### config.mk
export PLATFORM = sky130hd
export DESIGN_NAME = octal_key_capture_flat
export DESIGN_NICKNAME = d
export VERILOG_FILES = /design/src/rtl/octal_key_pkg.sv /design/src/rtl/octal_key_capture_if.sv /design/src/rtl/key_sync2.sv /design/src/rtl/octal_key_capture.sv /design/src/flat_wrapper.sv
export SDC_FILE = /design/constraint.sdc
export NUM_CORES = 1
export LEC_CHECK = 0
export BUFFER_PORTS_ARGS = -buffer_cell sky130_fd_sc_hd__buf_2
export CAP_MARGIN = 20
export CORE_MARGIN = 4
export CORE_UTILIZATION = 49
export DETAILED_ROUTE_END_ITERATION = 12
export GPL_ROUTABILITY_DRIVEN = 0
export PLACE_DENSITY_LB_ADDON = 0.05
export SYNTH_ARGS = -nofsm -noshare
export SYNTH_HDL_FRONTEND = slang
export SYNTH_HIERARCHICAL = 1
export SYNTH_SLANG_ARGS = --single-unit
### constraint.sdc
create_clock -name clk -period 2.25 [get_ports clk]
set_input_delay 0.225 -clock clk [delete_from_list [all_inputs] [get_ports clk]]
set_output_delay 0.225 -clock clk [all_outputs]
set_load 0.05 [all_outputs]
### src/rtl/octal_key_pkg.sv
// Shared definitions for the octal key capture front end: FSM state
// encoding, code width and one-hot helper functions.
package octal_key_pkg;

  localparam int ONEHOT_W = 8;

  typedef enum logic [1:0] {
    IDLE     = 2'd0,
    DEBOUNCE = 2'd1,
    PRESENT  = 2'd2,
    WAIT_REL = 2'd3
  } state_t;

  // True when exactly one bit of v is set.
  function automatic logic is_onehot(input logic [ONEHOT_W-1:0] v);
    return (v != '0) && ((v & (v - ONEHOT_W'(1))) == '0);
  endfunction

  // Isolates the lowest-index set bit of v (zero stays zero).
  function automatic logic [ONEHOT_W-1:0] lowest_set(input logic [ONEHOT_W-1:0] v);
    return v & (~v + ONEHOT_W'(1));
  endfunction

endpackage

### src/rtl/octal_key_capture_if.sv
// Output handshake bundle between the key capture front end (master) and
// the octal-to-binary encoder (slave).
interface octal_key_capture_if;

  logic [octal_key_pkg::ONEHOT_W-1:0] onehot_data;
  logic                               onehot_valid;
  logic                               onehot_ready;
  logic                               multi_err;

  modport master (
    output onehot_data,
    output onehot_valid,
    output multi_err,
    input  onehot_ready
  );

  modport slave (
    input  onehot_data,
    input  onehot_valid,
    input  multi_err,
    output onehot_ready
  );

endinterface

### src/rtl/key_sync2.sv
// Two-flop synchroniser for asynchronous key lines; resets to all zeros.
module key_sync2 #(
  parameter int W = 8
) (
  input  logic         clk,
  input  logic         rst_n,
  input  logic [W-1:0] d,
  output logic [W-1:0] q
);

  logic [W-1:0] meta;

  // Two register stages to settle metastability before the FSM sees the keys.
  always_ff @(posedge clk or negedge rst_n) begin
    if (!rst_n) begin
      meta <= '0;
      q    <= '0;
    end else begin
      meta <= d;
      q    <= meta;
    end
  end

endmodule

### src/rtl/octal_key_capture.sv
// Octal key capture: synchronises and debounces 8 key lines and emits one
// one-hot code per press under a valid/ready handshake.
// Build option: define PRIORITY_RESOLVE_EN to resolve a stable multi-key
// press to its lowest-index key instead of rejecting it with multi_err.
module octal_key_capture
  import octal_key_pkg::*;
#(
  parameter  int DEBOUNCE_CYCLES = 16,
  localparam int CNT_W           = $clog2(DEBOUNCE_CYCLES)
) (
  input  logic                  clk,
  input  logic                  rst_n,
  input  logic [ONEHOT_W-1:0]   key_raw,
  octal_key_capture_if.master   bus
);

  localparam logic [CNT_W-1:0] CNT_MAX = CNT_W'(DEBOUNCE_CYCLES - 1);

  logic [ONEHOT_W-1:0] key_s;
  logic [ONEHOT_W-1:0] sample;
  logic [CNT_W-1:0]    cnt;
  logic [ONEHOT_W-1:0] data_q;
  logic                valid_q;
  logic                err_q;
  state_t              state;

  key_sync2 #(.W(ONEHOT_W)) u_sync (
    .clk   (clk),
    .rst_n (rst_n),
    .d     (key_raw),
    .q     (key_s)
  );

  // Debounce/qualify FSM; the counter tracks stable presses in DEBOUNCE and
  // stable release cycles in WAIT_REL, and never exceeds CNT_MAX.
  always_ff @(posedge clk or negedge rst_n) begin
    if (!rst_n) begin
      state   <= IDLE;
      sample  <= '0;
      cnt     <= '0;
      data_q  <= '0;
      valid_q <= 1'b0;
      err_q   <= 1'b0;
    end else begin
      err_q <= 1'b0;
      case (state)
        IDLE: begin
          if (key_s != '0) begin
            sample <= key_s;
            cnt    <= '0;
            state  <= DEBOUNCE;
          end
        end
        DEBOUNCE: begin
          if (key_s == '0) begin
            state <= IDLE;
          end else if (key_s != sample) begin
            sample <= key_s;
            cnt    <= '0;
          end else if (cnt != CNT_MAX) begin
            cnt <= cnt + CNT_W'(1);
          end else begin
            cnt <= '0;
            if (is_onehot(sample)) begin
              data_q  <= sample;
              valid_q <= 1'b1;
              state   <= PRESENT;
            end else begin
`ifdef PRIORITY_RESOLVE_EN
              data_q  <= lowest_set(sample);
              valid_q <= 1'b1;
              state   <= PRESENT;
`else
              err_q   <= 1'b1;
              state   <= WAIT_REL;
`endif
            end
          end
        end
        PRESENT: begin
          // Valid is always high here; key release does not retract the code.
          if (bus.onehot_ready) begin
            valid_q <= 1'b0;
            cnt     <= '0;
            state   <= WAIT_REL;
          end
        end
        WAIT_REL: begin
          if (key_s != '0) begin
            cnt <= '0;
          end else if (cnt == CNT_MAX) begin
            cnt   <= '0;
            state <= IDLE;
          end else begin
            cnt <= cnt + CNT_W'(1);
          end
        end
        default: state <= IDLE;
      endcase
    end
  end

  assign bus.onehot_data  = data_q;
  assign bus.onehot_valid = valid_q;
  assign bus.multi_err    = err_q;

endmodule
### src/flat_wrapper.sv
// flat-port wrapper written by rule: the top's interface ports become plain ports
module octal_key_capture_flat import octal_key_pkg::*;
#(
  parameter  int DEBOUNCE_CYCLES = 16,
  localparam int CNT_W           = $clog2(DEBOUNCE_CYCLES)
)
  (clk, rst_n, key_raw, bus_onehot_data, bus_onehot_valid, bus_multi_err, bus_onehot_ready);
  octal_key_capture_if bus_i ();
  input  logic clk;
  input  logic rst_n;
  input  logic [ONEHOT_W-1:0] key_raw;
  output wire logic [$bits(bus_i.onehot_data)-1:0] bus_onehot_data;
  output wire logic [$bits(bus_i.onehot_valid)-1:0] bus_onehot_valid;
  output wire logic [$bits(bus_i.multi_err)-1:0] bus_multi_err;
  input wire logic [$bits(bus_i.onehot_ready)-1:0] bus_onehot_ready;
  assign bus_onehot_data = bus_i.onehot_data;
  assign bus_onehot_valid = bus_i.onehot_valid;
  assign bus_multi_err = bus_i.multi_err;
  assign bus_i.onehot_ready = bus_onehot_ready;
  octal_key_capture #(.DEBOUNCE_CYCLES(DEBOUNCE_CYCLES)) u_core (.clk(clk), .rst_n(rst_n), .key_raw(key_raw), .bus(bus_i));
endmodule
# After elaboration in Yosys (flattened, before gate mapping)
# Cells that the tools add are included.
totals:
  register_bits: 40
  inputBits: 11
  output_inout_bits: 10
  wordCells: 76
classes:
  add_sub_neg: 2
  eq_ne: 17
  muxes: 32
  n_bitwise: 4
  n_reduce_logical: 13
ops:
  columns: ["op", "count"]
  rows:
  - ["$mux W4", 7]
  - ["$mux W8", 3]
  - ["$logic_not A8 Y1", 2]
  - ["$pmux W4 S4", 1]
  - ["$pmux W8 S2", 1]
  - ["$reduce_bool A8 Y1", 2]
  - ["$mux W2", 7]
  - ["$reduce_and A6 Y1", 2]
  - ["$mux W1", 11]
  - ["$ne A2 B2 Y1 const B", 5]
  - ["$and A8 B8 Y8", 1]
  - ["$ne A2 B1 Y1 const B", 4]
  - ["$ne A8 B8 Y1", 1]
  - ["$pmux W2 S4", 1]
  - ["$sub A8 B1 Y8 const B", 1]
  - ["$ne A3 B2 Y1 const B", 2]
  - ["$reduce_and A5 Y1", 1]
  - ["$add A4 B1 Y4 const B", 1]
  - ["$eq A2 B2 Y1 const B", 2]
  - ["$eq A4 B4 Y1 const B", 1]
  - ["$ne A4 B4 Y1 const B", 1]
  - ["$reduce_and A4 Y1", 1]
  - ["$reduce_bool A2 Y1", 2]
  - ["$not A1 Y1", 3]
  - ["other kinds (5)", 5]

# Longest topological paths before layout
# Gate-level depths: netlist of the first run.
depth:
  word_depth: 9
  depth_mapped: 6
  ltp_nobuf: 5

# Hierarchy
# The synthesis of the first run kept the hierarchy.
by_module_without_submodules:
  columns: ["module", "instances", "cells_each", "area_per_inst_um2", "seq_area_each_um2"]
  rows:
  - ["octal_key_capture", 1, 116, 1281.2, 600.6]
  - ["key_sync2", 1, 16, 400.4, 400.4]

# Least setup slack after synthesis of the first run
# Ideal clock, no wire load.
synth_path:
  path_kind: "flip-flop to flip-flop"
  from: "register u_core.sample[2]"
  to: "register u_core.sample[2]"
  setup_ns: 0.128
  arrival_time_ns: 1.697
  t_required_ns: 2.122
  setup_slack_ns: 0.425
  stages_incl_launch_ff: 7
  path_buffers: 1
  synth_period_minus_slack_ns: 1.825
  path_cell_list: "dfrtp_1 > xnor2_1 > nand4_1 > nor3_4 > nand2b_1 > buf_2 > mux2_1"
synth_between:
  elab_chain_len: 3
synth_rtl:
  columns: ["item", "line", "rtl"]
  rows:
  - ["start: declaration", "octal_key_capture.sv:20", "logic [ONEHOT_W-1:0] sample;"]
  - ["start signal: assignment", "octal_key_capture.sv:49", "sample <= key_s;"]
  - ["start signal: assignment", "octal_key_capture.sv:58", "sample <= key_s;"]
  - ["$ne A8 B8 Y1", "octal_key_capture.sv:57", "end else if (key_s != sample) begin"]
  - ["$ne A2 B1 Y1 (no line)", null, null]
  - ["$reduce_and A4 Y1 (no line)", null, null]
# No other way between the ends.
# A chain may end at the register's enable or synchronous reset.

# Final worst setup path of the first run
layout_path:
  from: "register u_core.sample[2]"
  to: "register u_core.data_q[5] (netlist: u_core/bus.onehot_data[5])"
layout_between:
  elab_chain_len: 5
  elab_cells_between_ends: 8
  cone_classes: "1 x add/sub; 1 x eq/ne; 2 x bitwise; 4 x reduce/logical"
layout_rtl:
  columns: ["item", "line", "rtl"]
  rows:
  - ["$sub A8 B1 Y8", "octal_key_pkg.sv:16", "return (v != '0) && ((v & (v - ONEHOT_W'(1))) == '0);"]
  - ["$and A8 B8 Y8", "octal_key_pkg.sv:16", null]
  - ["$logic_not A8 Y1", "octal_key_pkg.sv:16", null]
  - ["$logic_and A1 B1 Y1", "octal_key_pkg.sv:16", null]
  - ["$reduce_and A5 Y1 (no line) (*)", null, null]
  - ["end signal: assignment", "octal_key_capture.sv:65", "data_q <= sample;"]
  - ["end: declaration", "octal_key_capture.sv:22", "logic [ONEHOT_W-1:0] data_q;"]
# Every way passes the cells marked *; elsewhere a longest branch is shown, timed or not.

==> impl_results.md, run 1 <==
- Crit-path cells: xnor2_1, nand4_1, nor3_4, o2111ai_4, mux2_1
- Synthesized area per cell: 12.7 um^2
- Total core area: 3340 um^2
- Mapped Cells: 132
- Number of global-route vias before repair: 1074
- H-tree depth: 2
- TritonCTS clock tree: yes
- Syn Nets: 144
- RSZ-0062 raised after global routing: false
- Post-route ant nets: 0
- Worst Tran Pin Value: 0.841 ns
- Total grt overflow: 0
- Pre-antenna DRT Iters: 4
- Residual DRC: 0
- DR vias: 1108
- Ports: 21
- TritonCTS Buffers: 5
- Syn. warnings: 6
- Total GRT Usage: 0.148
- Rows: 21
- Die H: 66.6 um
- Largest net degree at the start of global routing: 41
- Clk buf depth: 2
- Drt wl/cell: 13.0 um
- CP max-delay cell: dfrtp_1
- Fin. max-slew vios: 0
- WL met1: 1350 um
- Final Skew: 0.00606 ns
- Net count, final: 180
- HP Class: input pin to flip-flop
- Area contributors post-synth: dfrtp_1, mux2_1, xnor2_1
- Seq/Total Area, Yosys: 0.595
- Number of enable flip-flop cells after synthesis: 0
- Req. time, crit path: 2.48 ns
- TNS Setup: 0 ns
- Top-area cell type share of the netlist area: 0.595
- Hold Vio Cnt, Final: 0
- LEAKAGE: 0.919 nW
- Crit-path max FO: 9
- Worst-Skew Late Latency: 0.34 ns
- Initial drt markers: 41
- Final Critical Period: 2.00 ns
- Uppermost layer routed: met4
- Peak Freq: 499 MHz
- Synth cell types: 35
- Slew HR: 0.440
- Fin crit share: 0.890
- Top_reg_cell synth: dfrtp_1
- Synth async-reset ratio: 1.00
- Outcome: finished, final reports clean
- PD cells: 649 nW/um^2
- Endpoint type of the worst setup path: flip-flop
- Hold WS: 0.104 ns
- CP Class: flip-flop to flip-flop
- Overall routed net length: 2800 um
- Number of antenna diodes: 0
- Synth Register Bits: 40
- Peak supply drop: 0.000438 V
- Initial antenna violation count: 0
- Commonest cells post-synth: dfrtp_1, mux2_1, nor2_1
- Initial core utilization: 0.504
- Maximum capacitance violations: 0
- Worst path arrival time: 2.24 ns
- Share of layout cells above drive strength 1: 0.249
- # setup viols final: 0
- Root Driver: clkbuf_4
- Crit start category: flip-flop
- Die X: 66.6 um
- Mapped Area: 1680 um^2
- Post-DP HPWL: 1990 um
- CTS sink cnt: 40
- Leading area contributor after synthesis: dfrtp_1
- Most frequent cell after synthesis: dfrtp_1
- First-pass GRT wire length: 4890 um
- Area grow syn2layout: 20.5%
- CP max stage delay: 0.49 ns
- Port Buffer Count: 20
- Met2 Wirelength: 1270 um
- Die area: 4430 um^2
- Met3 wire length: 143 um
- # fillers: 296
- Clk pin slew, worst setup/hold paths: 0.12 ns
- Via density: 5.15
-- power by group --
part	leakage, nW	switching [W]	total, W	internal [W]
Clock	0.0418	0.000235	0.000473	0.000237
Sequential	0.493	0.0000230	0.000764	0.000741
Combinational	0.384	0.0000379	0.0000778	0.0000399
-- critical path, delay by kind of cell, from the launching register on --
kind,cells,cell delay [ns]
compound gates,1,0.27
flops,1,0.49
simple gates,2,0.55
xor+xnor,1,0.20
mux,1,0.38
-- cell type report --
| class | count | area (um^2) | share of cell area |
|---|---|---|---|
| multi-input combinational | 85 | 656 | 0.324 |
| sequential | 40 | 1000 | 0.494 |
| clock inverter | 3 | 46.3 | 0.0229 |
| clock buffer | 5 | 37.5 | 0.0185 |
| inverter | 4 | 15.0 | 0.00741 |
| timing repair buffer | 32 | 213 | 0.105 |
| tap | 46 | 57.6 | 0.0284 |
-- flip-flops by register name, summed over array words and instances (netlist names), named ones only --
signal                   count
u_core/u_sync/q              8
u_core/state                 1
u_core/sample                8
u_core/bus.onehot_data       8
u_core/bus.multi_err         1
u_core/cnt                   4
u_core/u_sync/meta           8
u_core/bus.onehot_valid      1
-- logic make-up (layout without fill, tap and decap cells) --
| kind of cell | count (synthesis) | count (layout) | synth area share |
|---|---|---|---|
| fa+ha+maj | 1 | 1 | 0.00744 |
| compound gates | 22 | 22 | 0.0960 |
| flops | 40 | 40 | 0.595 |
| buf+inv | 7 | 44 | 0.0164 |
| xor+xnor | 8 | 8 | 0.0417 |
| mux | 16 | 16 | 0.107 |
| simple gates | 38 | 38 | 0.136 |
-- cell usage in the layout (no fill, tap or decap), drive strengths merged, types with 2 or more instances in the layout --
master	n
dlygate4sd3	9
nand2	7
nor3	3
dfrtp	40
nand4	2
o21ai	5
mux2	16
nor4	3
a211oi	2
a31oi	2
buf	23
a21oi	5
o31ai	2
nor2	9
inv	5
o21a	2
nand3	4
xnor2	8
nand4b	4
clkbuf	5
-- stage by stage --
step | utilization | worst slack, ns | power [W] | std cells | cell area, um^2
floorplan | - | 0.425 | 0.000808 | 132 | 1680
global placement | 0.554 | 0.207 | 0.000844 | 198 | 1850
detailed placement | 0.554 | 0.143 | 0.000846 | 198 | 1850
CTS | 0.606 | 0.117 | 0.00133 | 215 | 2020
global route | 0.607 | 0.0438 | 0.00138 | 215 | 2030
finish | 0.607 | 0.248 | 0.00131 | 215 | 2030
-- worst paths after layout --
kind                       slack (ns)                  start                   endpoint  cells after the start
max in group asynchronous        1.21                  rst_n              u_core/cnt[1]                      2
max                              0.25       u_core/sample[2]  u_core/bus.onehot_data[5]                      5
max reg2reg                      0.25       u_core/sample[2]  u_core/bus.onehot_data[5]                      5
min in group asynchronous        0.51                  rst_n  u_core/bus.onehot_data[1]                      2
min reg2reg                      0.36  u_core/u_sync/meta[0]         u_core/u_sync/q[0]                      0
min                              0.10       bus_onehot_ready    u_core/bus.onehot_valid                      2
-- per-layer routing --
layer  global-route usage  up-vias
li1                     -      553
met1                0.197      520
met2                0.222       31
met3               0.0523        4
met4               0.0533        0
met5                    0        -
-- timing repair --
action | CTS | global route
endpoints found under the hold margin | 45 | 0
resized for setup | 0 | 1
hold buffers | 9 | 0
buffers inserted | 0 | 0
endpoints found under the setup margin | 0 | 8
Power figures use the tool's default switching activity.
==> run 2: changes to the inputs <==
--- a/config.mk
+++ b/config.mk
@@ -13,4 +13,5 @@
 export GPL_ROUTABILITY_DRIVEN = 0
 export PLACE_DENSITY_LB_ADDON = 0.05
+export SETUP_SLACK_MARGIN = 0.5
 export SYNTH_ARGS = -nofsm -noshare
 export SYNTH_HDL_FRONTEND = slang
==> constraint.sdc (replaced) <==
create_clock -name clk -period 2.25 [get_ports clk]
set_input_delay 0.225 -clock clk [delete_from_list [all_inputs] [get_ports clk]]
set_output_delay 0.225 -clock clk [all_outputs]
set_load 0.02 [all_outputs]
==> run 2 against run 1 <==
Worst hold slack lost 0.018 ns; maximum frequency is 4.2% higher; global-route usage up 2.3 points; largest cell class unchanged; critical endpoint is now u_core/bus.onehot_data[1].
==> impl_results.md, run 2 (synthesis gave the netlist of run 1 again) <==
- Crit path launch: u_core/sample[4] (was u_core/sample[2])
- Uppermost layer routed: met4 (unchanged)
- DP Area: 1840 um^2 (was 1850 um^2)
- Psw: 0.000306 W (was 0.000296 W)
- Crit Reg-Reg Endpoint: u_core/bus.onehot_data[1] (was u_core/bus.onehot_data[5])
- Crit start category: flip-flop (unchanged)
- Initial core utilization: 0.504 (unchanged)
- Drt wl/cell: 14.4 um (was 13.0 um)
- Die area: 4430 um^2 (unchanged)
- Share of layout cells above drive strength 1: 0.354 (was 0.249)
- Share of total power in sequential cells: 0.634 (was 0.581)
- Die H: 66.6 um (unchanged)
- Met3 wire length: 154 um (was 143 um)
- Peak Freq: 520 MHz (was 499 MHz)
- Initial antenna violation count: 0 (unchanged)
- Clk buf depth: 2 (unchanged)
- Peak supply drop: 0.000520 V (was 0.000438 V)
- Pint: 0.000908 W (was 0.00102 W)
- Outcome: finished, final reports clean (unchanged)
- Crit-path cells: nor4_4, nand4b_1, nand4_1, o2111ai_4, mux2_1 (was xnor2_1, nand4_1, nor3_4, o2111ai_4, mux2_1)
- Post-route ant nets: 0 (unchanged)
- Worst Tran Pin Value: 0.845 ns (was 0.841 ns)
- Number of antenna diodes: 0 (unchanged)
- Final Skew: 0.00633 ns (was 0.00606 ns)
- Design area: 2120 um^2 (was 2030 um^2)
- Met2 Wirelength: 1580 um (was 1270 um)
- Instance count on the critical path: 5 (unchanged)
- Endpoint type of the worst setup path: flip-flop (unchanged)
- Final core occ: 0.637 (was 0.607)
- Root Driver: clkbuf_4 (unchanged)
- Pre-antenna DRT Iters: 4 (unchanged)
- # setup viols final: 0 (unchanged)
- Via density: 5.43 (was 5.15)
- Total GRT Usage: 0.170 (was 0.148)
- Most frequent cells in the layout: dfrtp_1, buf_2, dlygate4sd3_1, nor2_1, mux2_1 (was dfrtp_1, buf_2, mux2_1)
- Port Buffer Count: 20 (unchanged)
- Sw Ratio: 0.252 (was 0.225)
- First-pass GRT wire length: 5440 um (was 4890 um)
- Reg area: 1010 um^2 (was 1000 um^2)
- Rows: 21 (unchanged)
- Total core area: 3340 um^2 (unchanged)
- Ports: 21 (unchanged)
- Reg2Reg Depth: 5 (unchanged)
- Fin. max-slew vios: 0 (unchanged)
- Hold Vio Cnt, Final: 0 (unchanged)
- Post-DP HPWL: 2100 um (was 1990 um)
- Largest net degree at the start of global routing: 41 (unchanged)
- Crit-path max FO: 6 (was 9)
- Die X: 66.6 um (unchanged)
- WL met1: 1400 um (was 1350 um)
- Req. time, crit path: 2.49 ns (was 2.48 ns)
- TritonCTS clock tree: yes (unchanged)
- Fin crit share: 0.854 (was 0.890)
- Total chip power: 0.00121 W (was 0.00131 W)
- Worst-Skew Late Latency: 0.34 ns (about the same)
- Hold WS: 0.0869 ns (was 0.104 ns)
- Clk pin slew, worst setup/hold paths: 0.12 ns (about the same)
- Worst reg-to-reg setup slack: 0.33 ns (was 0.25 ns)
- CP Class: flip-flop to flip-flop (unchanged)
- PD cells: 572 nW/um^2 (was 649 nW/um^2)
- Area grow syn2layout: 26.3% (was 20.5%)
- Slew HR: 0.437 (was 0.440)
- Residual DRC: 0 (unchanged)
- Worst path arrival time: 2.16 ns (was 2.24 ns)
- Clock Power Share: 0.297 (was 0.360)
- TritonCTS Buffers: 5 (unchanged)
- HP Class: input pin to flip-flop (unchanged)
- LEAKAGE: 0.947 nW (was 0.919 nW)
- Reg2reg start: u_core/sample[4] (was u_core/sample[2])
- Worst Path Buf+Inv: 0 (unchanged)
- Net count, final: 186 (was 180)
- DR vias: 1201 (was 1108)
- Total grt overflow: 0 (unchanged)
- CP max stage delay: 0.48 ns (was 0.49 ns)
- Gate power share: 0.069 (was 0.059)
- Delay-heaviest family, CP: simple AND/OR/NAND/NOR gates (unchanged)
- RSZ-0062 raised after global routing: true (was false)
- H-tree depth: 2 (unchanged)
- Number of global-route vias before repair: 1160 (was 1074)
- Final Critical Period: 1.92 ns (was 2.00 ns)
- TNS Setup: 0 ns (unchanged)
- Commonest non-fill, non-tap cell in the layout: dfrtp_1 (unchanged)
- # fillers: 273 (was 296)
- Initial drt markers: 101 (was 41)
- Maximum capacitance violations: 0 (unchanged)
- CTS sink cnt: 40 (unchanged)
- Overall routed net length: 3190 um (was 2800 um)
- Worst setup path endpoint: u_core/bus.onehot_data[1] (was u_core/bus.onehot_data[5])
- Multi-input gate area: 729 um^2 (was 656 um^2)
- CP max-delay cell: dfrtp_2 (was dfrtp_1)
run 2: cell types whose count changed in the layout (fill, tap and decap cells not counted), sizes merged:
cell / before / now
clkinv: 0 / 1
clkinvlp: 1 / 2
buf: 23 / 28
bufinv: 1 / 0
inv: 5 / 4
o2111ai: 1 / 2
run 2: worst min-delay path by stage:
stage	start	end	slack, ns	cells past startpoint
2_1_floorplan	rst_n	asynchronous set/reset pin	-0.07	0
3_3_place_gp	u_core/u_sync/meta[2]	u_core/u_sync/q[2]	0.33	0
3_5_place_dp	key_raw[4]	u_core/u_sync/meta[4]	0.33	1
4_1_cts	bus_onehot_ready	u_core/bus.onehot_valid	0.07	2
5_1_grt	bus_onehot_ready	u_core/bus.onehot_valid	0.08	2
6_report	bus_onehot_ready	u_core/bus.onehot_valid	0.09	2
run 2: final cells by class:
class | instances | share of cell area
clock buffers | 5 | 0.0177
clock inverters | 3 | 0.0112
inverters | 4 | 0.00707
multi-input cells | 86 | 0.343
flip-flops and latches | 40 | 0.474
well taps | 46 | 0.0271
repair buffers | 37 | 0.120
run 2: routing by layer:
metal | vias up | global-route usage
li1 | 572 | -
met1 | 589 | 0.218
met2 | 36 | 0.266
met3 | 4 | 0.0607
met4 | 0 | 0.0609
met5 | - | 0
run 2: power by group through the flow:
stage	Clock [W]	Sequential [W]	Combinational, W
finish	0.000361	0.000770	0.0000836
global placement	0	0.000780	0.0000606
detailed placement	0	0.000781	0.0000629
global route	0.000418	0.000774	0.0000943
floorplan	0	0.000774	0.0000348
CTS	0.000381	0.000768	0.0000840
run 2: timing repair:
action / in CTS / in global routing
setup buffers: 6 / 1
endpoints found under the setup margin: 19 / 21
pin swaps: 9 / 5
gates resized for setup: 12 / 5
cloned: 1 / 0
hold endpoints to repair: 48 / 0
hold buffers: 9 / 0
run 2: worst reg2reg max path: stages (launching register included):
cell       delay (ns)
dfrtp_2          0.48
nor4_4           0.40
nand4b_1         0.15
nand4_1          0.23
o2111ai_4        0.20
mux2_1           0.36
run 2: per-stage QoR:
step / worst slack, ns / cells
floorplan: 0.501 / 132
global placement: 0.213 / 196
detailed placement: 0.184 / 196
CTS: 0.330 / 220
global route: 0.224 / 221
finish: 0.329 / 221
==> run 3: changes to the inputs <==
Clock period 2.25 ns to 2.4 ns, I/O delays scaled along.
==> run 3 against run 2 <==
Via count decreased by 0.50%; worst hold slack improved by 0.022 ns; combinational power increased by 1%; non-clock buffer count increased by 4; flip-flop and latch count unchanged; global-route usage decreased by 0.49 points; final area increased by 3.2%; core utilization increased by 2.1 points; critical endpoint is now u_core/bus.onehot_data[5].
==> impl_results.md, run 3 (synthesis gave the netlist of run 1 again) <==
- Peak Freq: 513 MHz (was 520 MHz)
- HP Class: input pin to flip-flop (unchanged)
- Root Driver: clkbuf_4 (unchanged)
- LEAKAGE: 0.981 nW (was 0.947 nW)
- Crit-path max FO: 6 (unchanged)
- Residual DRC: 0 (unchanged)
- CP max-delay cell: dfrtp_2 (unchanged)
- Fin crit share: 0.812 (was 0.854)
- DR vias: 1195 (was 1201)
- First-pass GRT wire length: 5500 um (was 5440 um)
- Crit-path cells: nor4_4, buf_4, nand4b_1, nand4_1, buf_4, o2111ai_4, mux2_1 (was nor4_4, nand4b_1, nand4_1, o2111ai_4, mux2_1)
- Die H: 66.6 um (unchanged)
- Hold path depth: 2 (unchanged)
- Overall routed net length: 3160 um (was 3190 um)
- Post-DP HPWL: 2070 um (was 2100 um)
- Fin. max-slew vios: 0 (unchanged)
- Net count, final: 190 (was 186)
- Peak supply drop: 0.000486 V (was 0.000520 V)
- Reg2Reg Depth: 7 (was 5)
- Crit start category: flip-flop (unchanged)
- Drt wl/cell: 14.0 um (was 14.4 um)
- TritonCTS Buffers: 5 (unchanged)
- RSZ-0062 raised after global routing: true (unchanged)
- Outcome: finished, final reports clean (unchanged)
- Initial drt markers: 52 (was 101)
- TritonCTS clock tree: yes (unchanged)
- Port Buffer Count: 20 (unchanged)
- Area grow syn2layout: 30.4% (was 26.3%)
- Die X: 66.6 um (unchanged)
- Slew HR: 0.437 (about the same)
- Clk buf depth: 2 (unchanged)
- Maximum capacitance violations: 0 (unchanged)
- Hold WS: 0.109 ns (was 0.0869 ns)
- Worst Tran Pin Value: 0.844 ns (was 0.845 ns)
- Total grt overflow: 0 (unchanged)
- Final Critical Period: 1.95 ns (was 1.92 ns)
- Initial core utilization: 0.504 (unchanged)
- TNS Setup: 0 ns (unchanged)
- Largest net degree at the start of global routing: 41 (unchanged)
- Number of global-route vias before repair: 1231 (was 1160)
- Initial antenna violation count: 0 (unchanged)
- PD cells: 569 nW/um^2 (was 572 nW/um^2)
- H-tree depth: 2 (unchanged)
- Pre-antenna DRT Iters: 4 (unchanged)
- # setup viols final: 0 (unchanged)
- CP dominant cell by count: buf_4
- Total core area: 3340 um^2 (unchanged)
- Worst path arrival time: 2.20 ns (was 2.16 ns)
- Final Skew: 0.0125 ns (was 0.00633 ns)
- Die area: 4430 um^2 (unchanged)
- Via density: 5.31 (was 5.43)
- Ports: 21 (unchanged)
- Hold Vio Cnt, Final: 0 (unchanged)
- Post-route ant nets: 0 (unchanged)
- Req. time, crit path: 2.65 ns (was 2.49 ns)
- Endpoint type of the worst setup path: flip-flop (unchanged)
- CTS sink cnt: 40 (unchanged)
- Share of layout cells above drive strength 1: 0.363 (was 0.354)
- Worst-Skew Late Latency: 0.35 ns (was 0.34 ns)
- Number of antenna diodes: 0 (unchanged)
- CP Class: flip-flop to flip-flop (unchanged)
- CP max stage delay: 0.49 ns (was 0.48 ns)
- Rows: 21 (unchanged)
- Clk pin slew, worst setup/hold paths: 0.13 ns (was 0.12 ns)
- Total GRT Usage: 0.166 (was 0.170)
- Commonest non-fill, non-tap cell in the layout: dfrtp_1 (unchanged)
- Most frequent cells in the layout: dfrtp_1, buf_2, buf_4, mux2_1 (was dfrtp_1, buf_2, dlygate4sd3_1, nor2_1, mux2_1)
[run 3: cell types whose count changed in the layout (fill, tap and decap cells not counted), moves of 2 or more]
| cell | change |
|---|---|
| dfrtp_2 | +2 |
| nor3_2 | -2 |
| dfrtp_1 | -2 |
| buf_4 | +3 |
| nor4_2 | +2 |
[run 3: metrics by stage]
| step | cell area [um^2] | utilization | power, W | cells | worst slack (ns) |
|---|---|---|---|---|---|
| 2_1_floorplan | 1680 | - | 0.000758 | 132 | 0.575 |
| 3_3_place_gp | 1830 | 0.547 | 0.000786 | 195 | 0.300 |
| 3_5_place_dp | 1830 | 0.547 | 0.000790 | 195 | 0.230 |
| 4_1_cts | 2070 | 0.622 | 0.00125 | 217 | 0.490 |
| 5_1_grt | 2190 | 0.657 | 0.00130 | 225 | 0.352 |
| 6_report | 2190 | 0.657 | 0.00125 | 225 | 0.450 |
[run 3: final cells by class]
| type | count | area (um^2) |
|---|---|---|
| clock buffer | 5 | 37.5 |
| clock inverter | 3 | 46.3 |
| inverter | 4 | 15.0 |
| tap | 46 | 57.6 |
| multi-input combinational | 86 | 731 |
| fill | 271 | 1140 |
| timing repair buffer | 41 | 297 |
| sequential | 40 | 1010 |
[run 3: worst max-delay path: cells and delay by family, from the launching register on]
family	cells	cell delay (ns)
simple gates	3	0.54
flops	1	0.49
mux	1	0.36
buf+inv	2	0.32
compound gates	1	0.16
[run 3: worst paths after layout]
| check | startpoint | to | slack [ns] |
|---|---|---|---|
| hold reg to reg | u_core/u_sync/meta[3] | u_core/u_sync/q[3] | 0.36 |
| setup / recovery | u_core/sample[5] | u_core/bus.onehot_data[5] | 0.45 |
| setup reg to reg | u_core/sample[5] | u_core/bus.onehot_data[5] | 0.45 |
| max in group asynchronous | rst_n | u_core/u_sync/q[5] | 1.30 |
| min in group asynchronous | rst_n | u_core/bus.onehot_data[1] | 0.51 |
| hold / removal | bus_onehot_ready | u_core/bus.onehot_valid | 0.11 |
[run 3: power by group]
part	leakage, nW	switching [W]	internal (W)
logic	0.454	0.0000393	0.0000452
clock network	0.0418	0.000221	0.000222
registers	0.486	0.0000244	0.000696
total	0.981	0.000285	0.000964
[run 3: timing repair]
action	CTS	global route
hold endpoints to repair	14	0
pin swaps	4	3
buffers inserted	4	8
cloned	1	0
setup endpoints to repair	16	18
gates resized for setup	8	11
hold buffers	9	0
[run 3: layer usage]
metal,up-vias,part of all wire,global-route usage
met3,2,0.053,0.0506
li1,574,-,-
met4,0,0.0066,0.0635
met1,583,0.44,0.200
met2,36,0.50,0.276
met5,-,0,0
